[config.mk]
export PLATFORM = sky130hd
export DESIGN_NAME = ticket_vend_ctrl
export DESIGN_NICKNAME = d
export VERILOG_FILES = /design/src/rtl/ticket_pkg.sv /design/src/rtl/ticket_price_calc.sv /design/src/rtl/ticket_vend_ctrl.sv
export SDC_FILE = /design/constraint.sdc
export NUM_CORES = 1
export LEC_CHECK = 0
export ABC_AREA = 1
export BUFFER_PORTS_ARGS = -buffer_cell sky130_fd_sc_hd__buf_4
export CORE_ASPECT_RATIO = 0.6
export CORE_MARGIN = 2
export CORE_UTILIZATION = 30
export CTS_BUF_LIST = sky130_fd_sc_hd__clkbuf_4 sky130_fd_sc_hd__clkbuf_8
export CTS_CLUSTER_SIZE = 20
export DETAILED_ROUTE_END_ITERATION = 8
export GPL_TIMING_DRIVEN = 0
export HOLD_SLACK_MARGIN = 0.12
export PLACE_DENSITY = 0.44
export RECOVER_POWER = 25
export SLEW_MARGIN = 10
export SYNTH_ARGS = -nofsm -noshare
export SYNTH_HDL_FRONTEND = slang
export SYNTH_SLANG_ARGS = --single-unit
[constraint.sdc]
create_clock -name clk -period 4.2 [get_ports clk]
set_input_delay 0.21 -clock clk [delete_from_list [all_inputs] [get_ports clk]]
set_output_delay 0.21 -clock clk [all_outputs]
set_load 0.005 [all_outputs]
[src/rtl/ticket_pkg.sv]
// Shared types and constants for the ticket vending controller.
package ticket_pkg;

    typedef enum logic [2:0] {
        IDLE,
        SELECT,
        PAY,
        DISPENSE,
        CHANGE
    } state_t;

    localparam logic [7:0] COIN1_VAL  = 8'd1;
    localparam logic [7:0] COIN5_VAL  = 8'd5;
    localparam logic [7:0] COIN10_VAL = 8'd10;

    localparam int MONEY_MAX_DEF = 99;

endpackage

[src/rtl/ticket_price_calc.sv]
// Combinational price lookup: ticket type and quantity to total amount due.
module ticket_price_calc #(
    parameter int PRICE0 = 5,
    parameter int PRICE1 = 10,
    parameter int PRICE2 = 15,
    parameter int PRICE3 = 20
) (
    input  logic [1:0] ticket_type_i,
    input  logic [1:0] ticket_count_i,
    output logic [7:0] total_o
);

    logic [7:0] unit_price;

    always_comb begin
        unit_price = 8'(PRICE0);
        case (ticket_type_i)
            2'd0:    unit_price = 8'(PRICE0);
            2'd1:    unit_price = 8'(PRICE1);
            2'd2:    unit_price = 8'(PRICE2);
            default: unit_price = 8'(PRICE3);
        endcase
    end

    // Parameters are chosen so that 3 x the largest price fits in 8 bits.
    assign total_o = unit_price * {6'd0, ticket_count_i};

endmodule

[src/rtl/ticket_vend_ctrl.sv]
// Ticket machine sequencer: select, pay, dispense, change, then a timed display hold.
module ticket_vend_ctrl
    import ticket_pkg::*;
#(
    parameter int PRICE0      = 5,
    parameter int PRICE1      = 10,
    parameter int PRICE2      = 15,
    parameter int PRICE3      = 20,
    parameter int MONEY_MAX   = MONEY_MAX_DEF,
    parameter int HOLD_CYCLES = 100000000
) (
    input  logic       clk,
    input  logic       rst,
    input  logic       type_next,
    input  logic       count_next,
    input  logic       confirm,
    input  logic       cancel,
    input  logic       coin1,
    input  logic       coin5,
    input  logic       coin10,
    output logic [7:0] money,
    output logic [7:0] moneyReturn,
    output logic [1:0] ticketType,
    output logic [1:0] ticketCount,
    output logic       coin_en,
    output logic       coin_reject,
    output logic       ticket_out,
    output logic       busy
);

    localparam int         HW        = $clog2(HOLD_CYCLES + 1);
    localparam logic [HW-1:0] HOLD_LAST = HW'(HOLD_CYCLES - 1);
    localparam logic [8:0] MAXV      = 9'(MONEY_MAX);

    state_t        state_q;
    logic [7:0]    money_q, ret_q, total_q;
    logic [1:0]    type_q, cnt_q;
    logic [2:0]    k_q;
    logic [HW-1:0] hold_q;
    logic          coin_en_q, coin_rej_q, tkt_q, busy_q;

    logic [7:0] price_total;
    logic [7:0] coin_sum;
    logic [8:0] money_new;
    logic       any_coin;
    logic [1:0] cnt_inc;
    logic [2:0] k_last;

    ticket_price_calc #(
        .PRICE0(PRICE0),
        .PRICE1(PRICE1),
        .PRICE2(PRICE2),
        .PRICE3(PRICE3)
    ) u_price (
        .ticket_type_i (type_q),
        .ticket_count_i(cnt_q),
        .total_o       (price_total)
    );

    always_comb begin
        coin_sum = 8'd0;
        if (coin1)  coin_sum = coin_sum + COIN1_VAL;
        if (coin5)  coin_sum = coin_sum + COIN5_VAL;
        if (coin10) coin_sum = coin_sum + COIN10_VAL;
    end

    assign any_coin  = coin1 | coin5 | coin10;
    assign money_new = {1'b0, money_q} + {1'b0, coin_sum};
    assign cnt_inc   = (cnt_q == 2'd3) ? 2'd1 : cnt_q + 2'd1;
    assign k_last    = {cnt_q, 1'b0} - 3'd1;

    always_ff @(posedge clk or negedge rst) begin
        if (!rst) begin
            state_q    <= IDLE;
            money_q    <= 8'd0;
            ret_q      <= 8'd0;
            total_q    <= 8'd0;
            type_q     <= 2'd0;
            cnt_q      <= 2'd1;
            k_q        <= 3'd0;
            hold_q     <= '0;
            coin_en_q  <= 1'b0;
            coin_rej_q <= 1'b0;
            tkt_q      <= 1'b0;
            busy_q     <= 1'b0;
        end else begin
            coin_rej_q <= 1'b0;
            tkt_q      <= 1'b0;
            case (state_q)
                IDLE: begin
                    coin_rej_q <= any_coin;
                    if (type_next || count_next) begin
                        if (type_next)  type_q <= type_q + 2'd1;
                        if (count_next) cnt_q  <= cnt_inc;
                        state_q <= SELECT;
                    end
                end
                SELECT: begin
                    coin_rej_q <= any_coin;
                    if (cancel) begin
                        type_q  <= 2'd0;
                        cnt_q   <= 2'd1;
                        state_q <= IDLE;
                    end else if (confirm) begin
                        total_q   <= price_total;
                        coin_en_q <= 1'b1;
                        state_q   <= PAY;
                    end else begin
                        if (type_next)  type_q <= type_q + 2'd1;
                        if (count_next) cnt_q  <= cnt_inc;
                    end
                end
                PAY: begin
                    if (cancel) begin
                        // Refund only what was credited before this cycle.
                        coin_rej_q <= any_coin;
                        ret_q      <= money_q;
                        coin_en_q  <= 1'b0;
                        busy_q     <= 1'b1;
                        hold_q     <= '0;
                        state_q    <= CHANGE;
                    end else if (any_coin) begin
                        if (money_new > MAXV) begin
                            coin_rej_q <= 1'b1;
                        end else begin
                            money_q <= money_new[7:0];
                            if (money_new >= {1'b0, total_q}) begin
                                ret_q     <= money_new[7:0] - total_q;
                                k_q       <= 3'd0;
                                tkt_q     <= 1'b1;
                                coin_en_q <= 1'b0;
                                busy_q    <= 1'b1;
                                state_q   <= DISPENSE;
                            end
                        end
                    end
                end
                DISPENSE: begin
                    coin_rej_q <= any_coin;
                    if (k_q == k_last) begin
                        hold_q  <= '0;
                        state_q <= CHANGE;
                    end else begin
                        k_q   <= k_q + 3'd1;
                        tkt_q <= k_q[0];
                    end
                end
                CHANGE: begin
                    coin_rej_q <= any_coin;
                    if (hold_q == HOLD_LAST) begin
                        money_q <= 8'd0;
                        ret_q   <= 8'd0;
                        type_q  <= 2'd0;
                        cnt_q   <= 2'd1;
                        hold_q  <= '0;
                        busy_q  <= 1'b0;
                        state_q <= IDLE;
                    end else begin
                        hold_q <= hold_q + 1'b1;
                    end
                end
                default: state_q <= IDLE;
            endcase
        end
    end

    assign money       = money_q;
    assign moneyReturn = ret_q;
    assign ticketType  = type_q;
    assign ticketCount = cnt_q;
    assign coin_en     = coin_en_q;
    assign coin_reject = coin_rej_q;
    assign ticket_out  = tkt_q;
    assign busy        = busy_q;

endmodule

==> qor.yml <==
firstDrtPassIters: 5
period_minus_slack_ns: 3.54
place.gp.congestion: 0.832
placedCellCount: 837
antenna_violating_nets_post_route: 0
endpoint: "k_q[2]"
rrSetupSlack_ns: 0.66
globalRoute.totalOverflow: 0
portBuffers: 32
detail_route.drc_violations: 0
yosys_top_cell_area_share: 0.354
rsz0062_at_grt: "false"
effective_utilization_at_floorplan: 0.307
edff_count_synth: 0
holdBufCountCts: 1
yosysSeqAreaShare: 0.360
max_cap_viol_count: 1
min-delay-path-class: "in -> reg"
clkSlewWorstSetupHoldPaths_ns: 0.07
status: "finished, violations left"
synth.cell_area_sq_um: 4450
grt_util_met2: 0.203
finalNetCount: 691
final_cycle_utilization_of_the_critical_path: 0.842
dieArea_sq_um: 15900
clkSinkCount: 64
iteration_0_drc_count_of_the_detailed_router: 242
core-area_sq_um: 14500
endpoint_kind: "flop"
critical_path_class: "reg -> reg"
tritoncts: "done"
rows: 34
syn-instance-count: 607
cts_repair_resize_count: 0
via_per_inst: 4.63
crit-reg2reg-capture: "k_q[2]"
yosys_warnings: 0
grt-busiest-layer: "met1"
finalHoldWorstSlack_ns: 0.249
worst_skew_late_latency_ns: 0.34
placedInstanceArea_sq_um: 4940
cts_htree_levels: 3
timing.critical_path.fanout_max: 6
pin_count: 33
max-clock-path-buffers: 2
post-dp-hpwl_microns: 9590
r2r-start: "money[0]"
hold_viol: 0
layout.cells.non_filler: 854
die-height_microns: 98.4
cp-start-kind: "flop"
layout.area.seq_sq_um: 1600
postCtsSetupBuffers: 0
area_growth_syn_to_layout_pct: 15.5
first_global_vias: 3705
leakagePower_nw: 2.52
timing.critical_path.arrival_ns: 3.75
cts-root-buf: "clkbuf_8"
setup_total_negative_slack_ns: 0
timing.final.setup_violations: 0
synth_cell_type_count: 49
postSynthAreaPerCell_sq_um: 7.33
grt_first_pass_wirelength_microns: 20100
failed_checks: "max-capacitance violations, max-slew violations"
multi_input_comb_area_sq_um: 2460
slew_headroom: -0.109
detail_route.wirelength_microns: 12300
grt_met1_usage: 0.275
max_clock_freq_ghz: 0.283
critical_path.startpoint: "money[0]"
tightest_slew_ns: 1.66
detailroute.via_count: 3952
worst_ir_drop_vdd_mv: 0.316
design_area_sq_um: 5140
tritoncts.num_buffers: 9
synth-main-ff-cell: "dfrtp_1"
drive_above_1_share: 0.145
finish.utilization: 0.354
die_w_microns: 161
grt_use_met3: 0.0382
global_route.usage.total: 0.163
cp_data_required_time_ns: 4.41
synth.ff_latch_count: 64
final_max_slew_viol_count: 65
synth_top_cells_by_area: "dfrtp_1 35%, nand2_1 12%, ha_1 7.9%"
synth_area_leader_cell: "dfrtp_1"
synth_async_sr_flop_share: 1.00
worst_r2r_path_depth: 16
antennaDiodeCount: 0
number_of_antenna_violations_at_the_first_check_in_global_routing: 0
fin_skew_ns: 0.0144
avgRoutedWirePerCell_microns: 14.4
filler_cell_count: 1558
syn_nets: 647
grt_start_max_net_pins: 65
p_per_area_nw_per_um2: 718
==> per-stage QoR <==
step / power (mW) / worst slack (ns)
floorplan: 2.50 / 1.13
global placement: 3.13 / 0.482
detailed placement: 3.17 / 0.467
CTS: 3.72 / 0.694
global route: 4.06 / 0.375
finish: 3.69 / 0.664
==> cell families (layout without fill, tap and decap cells) <==
logic type	count (synthesis)	count (layout)	share of synthesized area
XOR/XNOR	11	11	0.0216
flip-flops	64	64	0.360
AND/OR/NAND/NOR	309	309	0.323
buffers and inverters	101	150	0.0866
adder cells (fa/ha/maj)	31	31	0.0922
AO/OA/AOI/OAI	91	91	0.116
==> layout by cell type, fill, tap and decap left out, types with 2 or more instances in the layout <==
cell      count
nand4_1       9
o22ai_1       4
nor3_1       11
nand2_8       2
inv_1        93
fa_1          3
buf_2         2
nor2_2        7
o21ai_1      11
nand2_2      14
clkbuf_4     25
a31oi_1       4
nand3b_1      3
inv_2         3
xnor2_1       2
or2_2         2
nor4_1        2
nand2_1     148
nand3_1      38
dfrtp_1      63
ha_1         28
nand2_4       2
xor2_1        9
nor2_1       59
nand3_2       4
o21ai_0      34
nor3b_1       2
nor2_4        2
buf_4        11
a21oi_1      25
clkbuf_8     12
==> power breakdown <==
group / switching, mW / internal [mW] / total (mW)
registers: 0.199 / 0.812 / 1.01
logic: 1.34 / 0.801 / 2.15
clock network: 0.245 / 0.291 / 0.536
total: 1.79 / 1.90 / 3.69
==> cell usage after synthesis, types with 2 or more instances <==
| cell type | number |
|---|---|
| nand2_1 | 148 |
| o22ai_1 | 4 |
| a21oi_1 | 25 |
| or2_2 | 2 |
| nand2_2 | 14 |
| nor3_1 | 11 |
| nand2_4 | 2 |
| nand3_1 | 38 |
| ha_1 | 28 |
| dfrtp_1 | 63 |
| nand4_1 | 9 |
| o21ai_1 | 11 |
| a31oi_1 | 4 |
| buf_2 | 2 |
| xor2_1 | 9 |
| nor4_1 | 2 |
| xnor2_1 | 2 |
| nand2_8 | 2 |
| fa_1 | 3 |
| nand3_2 | 4 |
| inv_1 | 93 |
| nor2_1 | 59 |
| nor2_2 | 7 |
| o21ai_0 | 34 |
| nand3b_1 | 3 |
| nor3b_1 | 2 |
| inv_2 | 3 |
| nor2_4 | 2 |
==> critical path, stage by stage (launching register included) <==
cell and delay (ns):
dfrtp_1 0.39, ha_1 0.19, inv_1 0.06, fa_1 0.41, inv_1 0.13, nand2_1 0.08, nand2_1 0.12, nand3_1 0.13
nand2_1 0.15, inv_1 0.05, ha_1 0.29, a21oi_1 0.21, nor2_1 0.06, a211oi_1 0.50, nand4_1 0.22, nand3_1 0.28
o21ai_0 0.13
==> how the worst min path moves through the flow <==
| stage | slack (ns) | startpoint | end | cells after the start |
|---|---|---|---|---|
| 2_1_floorplan | -0.09 | rst | busy | 0 |
| 3_3_place_gp | 0.39 | rst | hold_q[17] | 1 |
| 3_5_place_dp | 0.40 | rst | hold_q[20] | 1 |
| 5_1_grt | 0.27 | count_next | ticketCount[0] | 4 |
| 6_report | 0.25 | count_next | ticketCount[0] | 4 |
| 4_1_cts | 0.23 | count_next | ticketCount[0] | 4 |
==> sequential cells by signal, summed over array words and instances, names as in the netlist <==
register     count
busy             1
coin_en          1
state_q          3
money            8
moneyReturn      8
ticketType       2
k_q              3
ticket_out       1
ticketCount      2
total_q          7
hold_q          27
coin_reject      1
==> final cells by class <==
class / count / share of cell area
flip-flops and latches: 64 / 0.312
multi-input cells: 442 / 0.479
repair buffers: 33 / 0.0482
clock buffers: 16 / 0.0380
plain buffers: 4 / 0.00414
inverters: 97 / 0.0708
well taps: 198 / 0.0482
==> layer usage <==
metal	vias up	part of all wire
met5	-	0
met3	5	0.036
met2	81	0.36
li1	2050	-
met1	1816	0.60
met4	0	0.0051
Note: power is estimated with default switching activity, not from simulation.
